<file path="config.mk">
export PLATFORM = sky130hd
export DESIGN_NAME = uart_8n1_flat
export DESIGN_NICKNAME = d
export VERILOG_FILES = /design/src/rtl/uart_8n1_if.sv /design/src/rtl/uart_8n1.sv /design/src/flat_wrapper.sv
export SDC_FILE = /design/constraint.sdc
export NUM_CORES = 1
export LEC_CHECK = 0
export CORE_MARGIN = 1
export CORE_UTILIZATION = 35
export DETAILED_ROUTE_END_ITERATION = 8
export PLACE_DENSITY_LB_ADDON = 0.08
export SLEW_MARGIN = 20
export SYNTH_ARGS = -nofsm -noshare
export SYNTH_HDL_FRONTEND = slang
export SYNTH_SLANG_ARGS = --single-unit
</file>
<file path="constraint.sdc">
create_clock -name eclk -period 6.3 [get_ports eclk]
set_input_delay 1.26 -clock eclk [delete_from_list [all_inputs] [get_ports eclk]]
set_output_delay 1.26 -clock eclk [all_outputs]
set_load 0.01 [all_outputs]
</file>
<file path="src/rtl/uart_8n1_if.sv">
// Handshake bundle between uart_8n1 and the Apple 1 keyboard/display adapters.
// The adapter side uses the master modport and the transceiver uses slave; rx_state/tx_state are debug taps.
interface uart_8n1_if;
   logic [7:0] rx_data;
   logic       rx_flag;
   logic       rx_ack;
   logic [7:0] tx_data;
   logic       tx_flag;
   logic       tx_wr;
   logic [1:0] rx_state;
   logic [1:0] tx_state;

   // Handshake: rx_flag=1 means an unread byte sits in rx_data; a one-cycle rx_ack consumes it.
   // tx_flag=1 means a one-cycle tx_wr is accepted on that edge; tx_wr while tx_flag=0 is dropped.
   modport master (
      input  rx_data, rx_flag, tx_flag, rx_state, tx_state,
      output rx_ack, tx_data, tx_wr
   );

   modport slave (
      output rx_data, rx_flag, tx_flag, rx_state, tx_state,
      input  rx_ack, tx_data, tx_wr
   );
endinterface

</file>
<file path="src/rtl/uart_8n1.sv">
// 8N1 serial transceiver with a single rx holding register and an independent tx path.
// Optional macro UART_TX_FIFO_EN inserts a 4-entry transmit FIFO ahead of the tx FSM.
module uart_8n1 #(
   parameter int CLKS_PER_BIT = 5208
) (
   input  logic       eclk,
   input  logic       ereset_n,
   input  logic       rxd,
   output logic       txd,
   uart_8n1_if.slave  bus
);

   localparam int CW = $clog2(CLKS_PER_BIT + 1);
   localparam logic [CW-1:0] BIT_CNT  = CW'(CLKS_PER_BIT);
   localparam logic [CW-1:0] HALF_CNT = CW'(CLKS_PER_BIT / 2);
   localparam logic [CW-1:0] CNT_ONE  = CW'(1);

   typedef enum logic [1:0] {
      S_IDLE  = 2'd0,
      S_START = 2'd1,
      S_DATA  = 2'd2,
      S_STOP  = 2'd3
   } state_t;

   state_t rx_state;
   state_t tx_state;

   logic          rxd_s1, rxd_s2, rxd_h;
   logic [CW-1:0] rx_cnt;
   logic [2:0]    rx_bit;
   logic [7:0]    rx_shift;
   logic [7:0]    rx_data_r;
   logic          rx_flag_r;

   logic [CW-1:0] tx_cnt;
   logic [2:0]    tx_bit;
   logic [7:0]    tx_shift;
   logic          tx_flag_r;
   logic          tx_start;
   logic [7:0]    tx_byte;

   // Receive path: sync chain and history flop are preset high so reset never looks like a start edge.
   always_ff @(posedge eclk or negedge ereset_n) begin
      if (!ereset_n) begin
         rxd_s1    <= 1'b1;
         rxd_s2    <= 1'b1;
         rxd_h     <= 1'b1;
         rx_state  <= S_IDLE;
         rx_cnt    <= '0;
         rx_bit    <= '0;
         rx_shift  <= '0;
         rx_data_r <= '0;
         rx_flag_r <= 1'b0;
      end else begin
         rxd_s1 <= rxd;
         rxd_s2 <= rxd_s1;
         rxd_h  <= rxd_s2;
         if (bus.rx_ack) rx_flag_r <= 1'b0;
         case (rx_state)
            S_IDLE: begin
               if (rxd_h && !rxd_s2) begin
                  rx_cnt   <= HALF_CNT;
                  rx_state <= S_START;
               end
            end
            S_START: begin
               if (rx_cnt == CNT_ONE) begin
                  if (!rxd_s2) begin
                     rx_cnt   <= BIT_CNT;
                     rx_bit   <= '0;
                     rx_state <= S_DATA;
                  end else begin
                     rx_state <= S_IDLE;
                  end
               end else begin
                  rx_cnt <= rx_cnt - CNT_ONE;
               end
            end
            S_DATA: begin
               if (rx_cnt == CNT_ONE) begin
                  rx_shift <= {rxd_s2, rx_shift[7:1]};
                  rx_cnt   <= BIT_CNT;
                  rx_bit   <= rx_bit + 3'd1;
                  if (rx_bit == 3'd7) rx_state <= S_STOP;
               end else begin
                  rx_cnt <= rx_cnt - CNT_ONE;
               end
            end
            S_STOP: begin
               if (rx_cnt == CNT_ONE) begin
                  // A completing frame overrides a same-cycle rx_ack.
                  if (rxd_s2) begin
                     rx_data_r <= rx_shift;
                     rx_flag_r <= 1'b1;
                  end
                  rx_state <= S_IDLE;
               end else begin
                  rx_cnt <= rx_cnt - CNT_ONE;
               end
            end
            default: rx_state <= S_IDLE;
         endcase
      end
   end

   assign bus.rx_data  = rx_data_r;
   assign bus.rx_flag  = rx_flag_r;
   assign bus.rx_state = rx_state;
   assign bus.tx_state = tx_state;

`ifdef UART_TX_FIFO_EN
   logic [7:0] fifo_mem [4];
   logic [1:0] fifo_wptr, fifo_rptr;
   logic [2:0] fifo_cnt;
   logic       fifo_push;

   assign fifo_push   = bus.tx_wr && (fifo_cnt != 3'd4);
   // Popping on the last stop-bit cycle chains frames with no idle gap.
   assign tx_start    = (fifo_cnt != 3'd0) &&
                        (tx_flag_r || (tx_state == S_STOP && tx_cnt == CNT_ONE));
   assign tx_byte     = fifo_mem[fifo_rptr];
   assign bus.tx_flag = (fifo_cnt != 3'd4);

   always_ff @(posedge eclk) begin
      if (fifo_push) fifo_mem[fifo_wptr] <= bus.tx_data;
   end

   always_ff @(posedge eclk or negedge ereset_n) begin
      if (!ereset_n) begin
         fifo_wptr <= '0;
         fifo_rptr <= '0;
         fifo_cnt  <= '0;
      end else begin
         if (fifo_push) fifo_wptr <= fifo_wptr + 2'd1;
         if (tx_start)  fifo_rptr <= fifo_rptr + 2'd1;
         case ({fifo_push, tx_start})
            2'b10:   fifo_cnt <= fifo_cnt + 3'd1;
            2'b01:   fifo_cnt <= fifo_cnt - 3'd1;
            default: fifo_cnt <= fifo_cnt;
         endcase
      end
   end
`else
   assign tx_start    = bus.tx_wr && tx_flag_r;
   assign tx_byte     = bus.tx_data;
   assign bus.tx_flag = tx_flag_r;
`endif

   // Transmit path: tx_flag_r is high exactly while the FSM sits in IDLE.
   always_ff @(posedge eclk or negedge ereset_n) begin
      if (!ereset_n) begin
         tx_state  <= S_IDLE;
         tx_cnt    <= '0;
         tx_bit    <= '0;
         tx_shift  <= '0;
         tx_flag_r <= 1'b1;
         txd       <= 1'b1;
      end else if (tx_start) begin
         tx_shift  <= tx_byte;
         tx_cnt    <= BIT_CNT;
         tx_flag_r <= 1'b0;
         txd       <= 1'b0;
         tx_state  <= S_START;
      end else begin
         case (tx_state)
            S_IDLE: begin
               txd       <= 1'b1;
               tx_flag_r <= 1'b1;
            end
            S_START: begin
               if (tx_cnt == CNT_ONE) begin
                  txd      <= tx_shift[0];
                  tx_shift <= {1'b0, tx_shift[7:1]};
                  tx_bit   <= '0;
                  tx_cnt   <= BIT_CNT;
                  tx_state <= S_DATA;
               end else begin
                  tx_cnt <= tx_cnt - CNT_ONE;
               end
            end
            S_DATA: begin
               if (tx_cnt == CNT_ONE) begin
                  tx_cnt <= BIT_CNT;
                  if (tx_bit == 3'd7) begin
                     txd      <= 1'b1;
                     tx_state <= S_STOP;
                  end else begin
                     txd      <= tx_shift[0];
                     tx_shift <= {1'b0, tx_shift[7:1]};
                     tx_bit   <= tx_bit + 3'd1;
                  end
               end else begin
                  tx_cnt <= tx_cnt - CNT_ONE;
               end
            end
            S_STOP: begin
               if (tx_cnt == CNT_ONE) begin
                  tx_flag_r <= 1'b1;
                  tx_state  <= S_IDLE;
               end else begin
                  tx_cnt <= tx_cnt - CNT_ONE;
               end
            end
            default: tx_state <= S_IDLE;
         endcase
      end
   end

endmodule

</file>
<file path="src/flat_wrapper.sv">
// flat-port wrapper written by rule: the top's interface ports become plain ports
module uart_8n1_flat 
#(
   parameter int CLKS_PER_BIT = 5208
)
  (eclk, ereset_n, rxd, txd, bus_rx_data, bus_rx_flag, bus_tx_flag, bus_rx_state, bus_tx_state, bus_rx_ack, bus_tx_data, bus_tx_wr);
  uart_8n1_if bus_i ();
  input  logic eclk;
  input  logic ereset_n;
  input  logic rxd;
  output logic txd;
  output wire logic [$bits(bus_i.rx_data)-1:0] bus_rx_data;
  output wire logic [$bits(bus_i.rx_flag)-1:0] bus_rx_flag;
  output wire logic [$bits(bus_i.tx_flag)-1:0] bus_tx_flag;
  output wire logic [$bits(bus_i.rx_state)-1:0] bus_rx_state;
  output wire logic [$bits(bus_i.tx_state)-1:0] bus_tx_state;
  input wire logic [$bits(bus_i.rx_ack)-1:0] bus_rx_ack;
  input wire logic [$bits(bus_i.tx_data)-1:0] bus_tx_data;
  input wire logic [$bits(bus_i.tx_wr)-1:0] bus_tx_wr;
  assign bus_rx_data = bus_i.rx_data;
  assign bus_rx_flag = bus_i.rx_flag;
  assign bus_tx_flag = bus_i.tx_flag;
  assign bus_rx_state = bus_i.rx_state;
  assign bus_tx_state = bus_i.tx_state;
  assign bus_i.rx_ack = bus_rx_ack;
  assign bus_i.tx_data = bus_tx_data;
  assign bus_i.tx_wr = bus_tx_wr;
  uart_8n1 #(.CLKS_PER_BIT(CLKS_PER_BIT)) u_core (.eclk(eclk), .ereset_n(ereset_n), .rxd(rxd), .txd(txd), .bus(bus_i));
endmodule
</file>
==> impl_results.md <==
* Core Region at 10400 um2
* Die H at ~110 um
* Mapped Cells at 372
* Worst slew pin tran at 1.11 ns
* Synth Cell Area at 3780 um2
* Share of the clock period used by the worst path at 0.531
* Critical path data arrival time at approximately 3.6 ns
* Fin util at 0.425
* Grt peak-use layer: met2
* Max clock buf depth at 2
* GR Layer Usage met2 at 0.283
* CTS resizes at 0
* Max Cap Violations at 0
* Reg2reg end: u_core.tx_cnt[10]
* Max-slew headroom at 0.257
* Fin area at 4410 um2
* I/O pin count at 28
* Seq/Total Area, Yosys at 0.439
* Share of layout cells above drive strength 1 at 0.152
* Worst setup path category: input pin to register
* GR Overflow Total at 0
* Placed cell area at 4160 um2
* Total GRT Usage at 0.168
* Num Clock Sinks at 66
* WHS Endpoint: u_core.rxd_s2
* Pre-CTS setup slack at 2.56 ns
* Yosys reg bits at 66
* Global placer's final weighted congestion at between 0.8 and 0.9
* Antenna violations before repair at 0
* Die span in x at 106 um
* Total CTS buffers at 9
* Hold depth at 0
* Final min period at between 3 and 4 ns
* RSZ-0062 raised after global routing: false
* Worst VDD drop at 138 uV
* Reg2reg start: u_core.bus.tx_flag
* Setup Buffers After CTS at 0
* Number of fill cells at around 1100
* Leak pwr at 1.88 nW
* FF-to-FF path depth at 4
* FF-to-FF setup slack at around 3.8 ns
* Avg Cell Area, Syn at 10.2 um2
* Max Freq at 299 MHz
* Final Hold Fails at 0
* Final setup margin at 2.95 ns
* Clock slew at reported path FFs at 0.08 ns
* Post-route ant nets at 0
* CTS tree: yes
* Final Max Slew Viols at 0
* Worst hold slack at 0.357 ns
* M1 GR Usage at 0.212
* Crit. End Element: register
* Clock Latency Late Sink at 0.35 ns
* Hpwl dp at 5780 um
* Initial Util at 0.364
* Yosys Warn Count at 0
* Netlist cell types at 61
* Post-synth ARST share at 1.00
* Largest net degree at the start of global routing at 67
* Via count at 3045
* Worst Skew at 0.0147 ns
* Final setup fails at 0
* N_diodes at 0
* Port Buf Inserts at 27
* Post-synth net total at about 400
* Layout area overhead at 16.7%
* Final layout net count at 427
* Number of synthesized flops with an enable pin at 0
* Hold Crit Class: register to register
* Setup TNS at 0 ns
* Full die area at around 11000 um2
* Crit path max fanout at 28
* Top_reg_cell synth: dfrtp_1
* Rows at 37
* Met3 Track Usage GR at 0.0414
* Setup crit start kind: input pin
* CP required at between 6 and 7 ns
* Clk root buf: clkbuf_8
* Avg WL per Cell at 16.3 um
* Vias in the first global route at 3037
* First DRT Iteration DRCs at 106
* H-tree levels at 3
* Cts hold-fix bufs at 0
* Routed Wire Length at ~9000 um
* Vias per std cell at ~5.7
* Global-route wire length before repair at 15000 um
* Pre-antenna DRT Iters at 4
* Status: complete, no violations
* Hold Crit Start: u_core.rxd_s1
* Pwr dens at ~290 nW/um2
* DRC at 0
-- placed cells by master (no fill, tap or decap), types with 4 or more instances in the layout --
cell,netlist,routed
and2_1,4,4
o22a_1,4,4
nor2_1,21,21
o21ai_0,11,11
nor4_1,5,5
nor2b_1,9,9
dfrtp_1,61,61
a2111oi_0,4,4
or2_2,4,4
o211ai_1,12,12
inv_1,28,28
nand4_1,6,6
o221ai_1,4,4
mux2i_1,4,4
nand2_1,15,15
o22ai_1,7,7
a21oi_1,10,10
a211oi_1,5,5
a31oi_1,24,24
clkdlybuf4s50_1,0,26
dfstp_2,5,5
nor3_1,4,4
or4_1,4,4
clkbuf_8,0,9
ha_1,18,18
nand3_1,12,12
mux2_2,19,19
-- sequential cells by signal (all words and copies together) (netlist names), named ones only --
register and flops:
u_core.rx_cnt 13, u_core.tx_cnt 13, u_core.bus.rx_data 8, u_core.rx_shift 8, u_core.tx_shift 8, u_core.rx_bit 3
u_core.tx_bit 3, u_core.bus.tx_state 2, u_core.bus.rx_flag 1, u_core.bus.rx_state 1, u_core.bus.tx_flag 1, u_core.rxd_h 1
u_core.rxd_s1 1, u_core.rxd_s2 1, u_core.txd 1
-- metrics by stage --
stage	total power, W	cells
2_1_floorplan	0.000754	372
3_5_place_dp	0.000850	521
3_3_place_gp	0.000850	521
6_report	0.00129	537
5_1_grt	0.00136	537
4_1_cts	0.00130	537
-- cell usage after synthesis (6+ instances only) --
| master | number | area, um2 |
|---|---|---|
| a21oi_1 | 10 | 50.1 |
| a31oi_1 | 24 | 150 |
| clkbuf_1 | 14 | 52.6 |
| dfrtp_1 | 61 | 1530 |
| ha_1 | 18 | 225 |
| inv_1 | 28 | 105 |
| mux2_2 | 19 | 214 |
| nand2_1 | 15 | 56.3 |
| nand3_1 | 12 | 60.1 |
| nand4_1 | 6 | 37.5 |
| nor2_1 | 21 | 78.8 |
| nor2b_1 | 9 | 56.3 |
| o211ai_1 | 12 | 90.1 |
| o21ai_0 | 11 | 55.1 |
| o22ai_1 | 7 | 43.8 |
-- final cells by class --
type | instances | area, um2 | share of cell area
Multi-Input combinational cell | 261 | 1940 | 0.441
Tap cell | 136 | 170 | 0.0386
Sequential cell | 66 | 1660 | 0.376
Inverter | 28 | 105 | 0.0239
Timing Repair Buffer | 30 | 288 | 0.0653
Clock buffer | 9 | 124 | 0.0281
Clock inverter | 7 | 118 | 0.0267
-- worst max-delay path: stages --
cell and delay (ns):
clkdlybuf4s50_1 0.47, nand2_1 0.51, nand2_1 0.27, a2bb2oi_1 0.80, o221a_2 0.32
-- kinds of logic (layout without fill, tap and decap cells) --
logic type | Yosys count | count (layout) | synth area share
DFF | 66 | 66 | 0.439
and+or+nand+nor | 108 | 108 | 0.174
buffers and inverters | 45 | 74 | 0.0474
muxes | 23 | 23 | 0.0673
AOI/OAI and AO/OA | 112 | 112 | 0.213
adders and majority gates | 18 | 18 | 0.0596
-- where the power goes --
group	switching (W)	internal, W
registers	0.0000504	0.000457
logic	0.000213	0.000127
clock network	0.000181	0.000263
total	0.000444	0.000847
-- how the worst max path moves through the flow --
| stage | startpoint | to | slack (ns) | cells past startpoint |
|---|---|---|---|---|
| finish | bus_tx_wr | u_core.tx_cnt[10] | 2.95 | 5 |
| global route | bus_tx_wr | u_core.tx_cnt[11] | 2.67 | 5 |
| CTS | bus_tx_wr | u_core.tx_cnt[10] | 2.89 | 5 |
| detailed placement | bus_tx_wr | u_core.tx_cnt[10] | 2.56 | 5 |
| global placement | bus_tx_wr | u_core.tx_cnt[12] | 2.59 | 5 |
| floorplan | bus_tx_wr | u_core.tx_cnt[3] | 3.99 | 4 |
-- per-layer routing --
metal,share of wire,up-vias
met2,0.49,66
li1,-,1467
met3,0.041,9
met4,0.0099,0
met1,0.46,1503
met5,0,-
Note: power is estimated with default switching activity, not from simulation.
